## config.mk

```make
export PLATFORM = sky130hd
export DESIGN_NAME = handshake_slice
export DESIGN_NICKNAME = d
export VERILOG_FILES = /design/src/rtl/handshake_slice.sv
export SDC_FILE = /design/constraint.sdc
export NUM_CORES = 1
export LEC_CHECK = 0
export ABC_AREA = 1
export BUFFER_PORTS_ARGS = -buffer_cell sky130_fd_sc_hd__buf_2
export CELL_PAD_IN_SITES_DETAIL_PLACEMENT = 1
export CELL_PAD_IN_SITES_GLOBAL_PLACEMENT = 1
export CORE_AREA = 5 5 71 60
export DETAILED_ROUTE_END_ITERATION = 7
export DIE_AREA = 0 0 76 65
export GPL_TIMING_DRIVEN = 0
export HOLD_SLACK_MARGIN = 0.1
export PLACE_DENSITY_LB_ADDON = 0.1
export SETUP_SLACK_MARGIN = 0.15
export SYNTH_ARGS = -nofsm -noshare
export SYNTH_HDL_FRONTEND = slang
export SYNTH_SLANG_ARGS = --single-unit
```

## constraint.sdc

```tcl
create_clock -name clk -period 2 [get_ports clk]
set_input_delay 0.1 -clock clk [delete_from_list [all_inputs] [get_ports clk]]
set_output_delay 0.1 -clock clk [all_outputs]
set_load 0.05 [all_outputs]
```

## src/rtl/handshake_slice.sv

```systemverilog
// handshake_slice: cascaded valid/ready register slices (MODE 0=FWD, 1=BWD, 2=FULL).
// Define HS_SLICE_BEAT_CNT_EN to add the beat_cnt delivered-beat counter port.
module handshake_slice #(
   parameter int DATA_WD = 8,
   parameter int MODE    = 2,
   parameter int STAGES  = 1,
   parameter int CNT_WD  = 16
) (
   input  logic               clk,
   input  logic               rst_n,
   input  logic               valid_in,
   input  logic [DATA_WD-1:0] data_in,
   output logic               ready_in,
   output logic               valid_out,
   output logic [DATA_WD-1:0] data_out,
`ifdef HS_SLICE_BEAT_CNT_EN
   output logic [CNT_WD-1:0]  beat_cnt,
`endif
   input  logic               ready_out
);
   if (MODE < 0 || MODE > 2 || STAGES < 1 || STAGES > 8 || DATA_WD < 1 || CNT_WD < 1) begin : g_bad
      $error("handshake_slice: illegal MODE/STAGES/DATA_WD/CNT_WD");
   end
   for (genvar k = 0; k < STAGES; k++) begin : g_st
      logic               vi, vo, ri, ro;
      logic [DATA_WD-1:0] di, dq;
      if (k == 0) begin : g_first
         assign vi = valid_in;
         assign di = data_in;
      end else begin : g_link
         assign vi = g_st[k-1].vo;
         assign di = g_st[k-1].dq;
      end
      if (k == STAGES - 1) begin : g_last
         assign ro = ready_out;
      end else begin : g_next
         assign ro = g_st[k+1].ri;
      end
      if (MODE == 0) begin : g_fwd
         logic               vr;
         logic [DATA_WD-1:0] dr;
         always_ff @(posedge clk or negedge rst_n) begin
            if (!rst_n) begin
               vr <= 1'b0;
               dr <= '0;
            end else if (ri) begin
               vr <= vi;
               if (vi) dr <= di;
            end
         end
         assign ri = ro || !vr;
         assign vo = vr;
         assign dq = dr;
      end else if (MODE == 1) begin : g_bwd
         logic               sv;
         logic [DATA_WD-1:0] sd;
         // skid only catches a beat that passed through while downstream stalled
         always_ff @(posedge clk or negedge rst_n) begin
            if (!rst_n) begin
               sv <= 1'b0;
               sd <= '0;
            end else if (sv) begin
               sv <= !ro;
            end else if (vi && !ro) begin
               sv <= 1'b1;
               sd <= di;
            end
         end
         assign ri = !sv;
         assign vo = vi || sv;
         assign dq = sv ? sd : di;
      end else begin : g_full
         localparam logic [1:0] S_EMPTY = 2'd0, S_ONE = 2'd1, S_TWO = 2'd2;
         logic [1:0]         st, st_nx;
         logic               rr, acc, out;
         logic [DATA_WD-1:0] md, sd;
         assign acc = vi && rr;
         assign out = (st != S_EMPTY) && ro;
         always_comb begin
            st_nx = st == S_EMPTY ? (acc ? S_ONE : S_EMPTY) :
                    st == S_ONE   ? (acc && !out ? S_TWO : (out && !acc ? S_EMPTY : S_ONE)) :
                                    (out ? S_ONE : S_TWO);
         end
         // ready is a register mirroring "next state is not full"
         always_ff @(posedge clk or negedge rst_n) begin
            if (!rst_n) begin
               st <= S_EMPTY;
               rr <= 1'b1;
               md <= '0;
               sd <= '0;
            end else begin
               st <= st_nx;
               rr <= st_nx != S_TWO;
               if (st == S_TWO ? out : acc && (st == S_EMPTY || out)) md <= st == S_TWO ? sd : di;
               if (st == S_ONE && acc && !out) sd <= di;
            end
         end
         assign ri = rr;
         assign vo = st != S_EMPTY;
         assign dq = md;
      end
   end
   assign ready_in  = g_st[0].ri;
   assign valid_out = g_st[STAGES-1].vo;
   assign data_out  = g_st[STAGES-1].dq;
`ifdef HS_SLICE_BEAT_CNT_EN
   always_ff @(posedge clk or negedge rst_n) begin
      if (!rst_n) beat_cnt <= '0;
      else if (valid_out && ready_out) beat_cnt <= beat_cnt + CNT_WD'(1);
   end
`endif
endmodule
```

==> flow_metrics.tcl <==
set metrics [dict create \
    cp.required_ns 2.15 \
    syn-num-nets 130 \
    die_area_um2 4940 \
    max_slew_margin 0.701 \
    total_power_mw 2.08 \
    clockBufferDepth 2 \
    setup_viol 0 \
    finish.instance_area_um2 1280 \
    fmax_mhz 720 \
    synth_top_cell_by_area "dfrtp_1" \
    ys_seq_elements 19 \
    grt_pass1_wl_um 4230 \
    port-buffer-count 21 \
    critical_path_class "reg -> reg" \
    placed_area_um2 1160 \
    vdd_ir_drop_max_v 0.000353 \
    root_buffer "clkbuf_8" \
    antenna_left 0 \
    status "complete, no violations" \
    vias_per_cell 4.37 \
    insertion_delay_ns 0.25 \
    start_kind "flip-flop" \
    wl_um 2450 \
    synthTopCellsByArea "dfrtp_1, nand2_1, nand3_1" \
    grt_max_degree 20 \
    dpl.cell_count 182 \
    nNetsFinal 164 \
    place_congestion 0.732 \
    dr_total_vias 848 \
    final-hold-violation-count 0 \
    synth_top_area_share 0.452 \
    ys_warn_count 0 \
    max-cap-violations 0 \
    fin_skew_ns 0.00361 \
    clkTransAtPathRegs_ns 0.07 \
    drt_iter0_drc 25 \
    grt_pass1_vias 877 \
    rsz0062_at_grt "no" \
    floorplan.initialDensity 0.279 \
    area_growth_pct 28.7 \
    whs_ns 0.104 \
    mappedNetlistArea_um2 997 \
    pre_cts_ws_ns 0.621 \
    num_rows 20 \
    layout-drive-gt1-share 0.327 \
    grt_use_total 0.109 \
    seq_area_frac_synth 0.478 \
    wire_per_inst_um 12.6 \
    crit_path_max_fanout 10 \
    finalCritPeriodShare 0.695 \
    dpl.hpwl_um 1840 \
    syn_inst 117 \
    grt_remaining_overflow 0 \
    core-area_um2 3580 \
    p_per_area_nw_per_um2 1620 \
    antenna_found_initial 0 \
    cts_setup_buffers 0 \
    worstHoldPathType "in -> reg" \
    cts.sinks 19 \
    cts_htree_levels 1 \
    antenna_cells 0 \
    die_w_um 76 \
    die_y_um 65 \
    ctsResizeCount 0 \
    setup_ws_ns 0.610 \
    yosysUniqueCellTypes 13 \
    num_io_pins 22 \
    endpoint_kind "flip-flop" \
    cts_tree "built" \
    numCtsBuffers 3 \
    first_pass_iters 4 \
    fin_setup_tns_ns 0 \
    tightest_slew_ns 0.448 \
    arrival_ns 1.54 \
    p_leak_nw 0.708 \
    postLayoutCoreUtil 0.359 \
    syn_area_per_cell_um2 8.52 \
    drc 0 \
    stdcell_count 194 \
    final.min_clock_period_ns 1.39 \
    drv_slew 0 \
]
==> registers in the layout, indices dropped and copies added, names as in the netlist <==
signal / count
data_out: 8
g_st.g_full.sd: 8
g_st.g_full.st: 2
ready_in: 1
==> power by group <==
| group | internal [mW] | switching [mW] | leakage (nW) |
|---|---|---|---|
| Clock | 0.138 | 0.127 | 0.0255 |
| Sequential | 0.570 | 0.0991 | 0.235 |
| Combinational | 0.327 | 0.823 | 0.448 |
| Total | 1.04 | 1.05 | 0.708 |
==> logic make-up (layout without fill, tap and decap cells) <==
family | count (synthesis) | after routing | synth area share
compound gates | 8 | 8 | 0.0703
fa+ha+maj | 1 | 1 | 0.0125
buf+inv | 15 | 48 | 0.0790
flops | 19 | 19 | 0.478
simple gates | 74 | 74 | 0.360
==> final timing paths <==
kind | from | to | cells after the start | slack (ns)
worst min-delay path | data_in[3] | g_st[0].g_full.sd[3] | 3 | 0.10
min in group asynchronous | rst_n | data_out[5] | 2 | 0.32
worst min register to register | g_st[0].g_full.sd[7] | g_st[0].g_full.sd[7] | 2 | 0.49
max in group asynchronous | rst_n | ready_in | 2 | 1.35
worst max register to register | g_st[0].g_full.st[0] | g_st[0].g_full.st[0] | 9 | 0.61
worst max-delay path | g_st[0].g_full.st[0] | g_st[0].g_full.st[0] | 9 | 0.61
==> final cells by class <==
type | count | area [um2]
plain buffers | 3 | 33.8
clock buffers | 3 | 41.3
clock inverters | 1 | 5.00
fillers | 435 | 2290
inverters | 12 | 45.0
multi-input cells | 83 | 442
flip-flops and latches | 19 | 477
well taps | 44 | 55.1
repair buffers | 29 | 185
==> metal layers <==
| metal | global-route usage | wire length [um] | vias up | share of wire |
|---|---|---|---|---|
| met4 | 0.0267 | 19 | 0 | 0.0077 |
| met3 | 0.0417 | 119 | 2 | 0.048 |
| met5 | 0 | 0 | - | 0 |
| li1 | - | - | 432 | - |
| met1 | 0.142 | 1220 | 398 | 0.50 |
| met2 | 0.170 | 1100 | 16 | 0.45 |
==> synthesized netlist by cell type <==
library cell,number
nand2_1,47
dfrtp_1,18
nand3_1,18
inv_1,9
o21ai_2,8
nand2_4,5
buf_6,3
inv_2,3
nand2_2,2
dfstp_2,1
ha_1,1
nand3_4,1
nor2_2,1
==> cell usage in the layout, fill, tap and decap left out, types with 2 or more instances in the layout <==
cell type and n:
nand2_2 2, buf_2 21, nand2_1 47, nand2_4 5, inv_2 3, nand3_1 18
dfrtp_1 18, inv_1 9, o21ai_2 8, buf_6 3, dlygate4sd3_1 8, clkbuf_8 3
==> critical path, stage by stage, from the launching register on <==
cell	delay, ns
dfrtp_1	0.41
inv_2	0.12
buf_6	0.16
nand2_4	0.07
nand2_1	0.07
ha_1	0.23
nand2_1	0.07
nand2_1	0.04
nand2_1	0.07
nand2_1	0.05
==> timing repair <==
item,CTS,global route
hold buffers,8,0
endpoints found under the setup margin,0,0
hold endpoints to repair,25,0
Power figures use the tool's default switching activity.
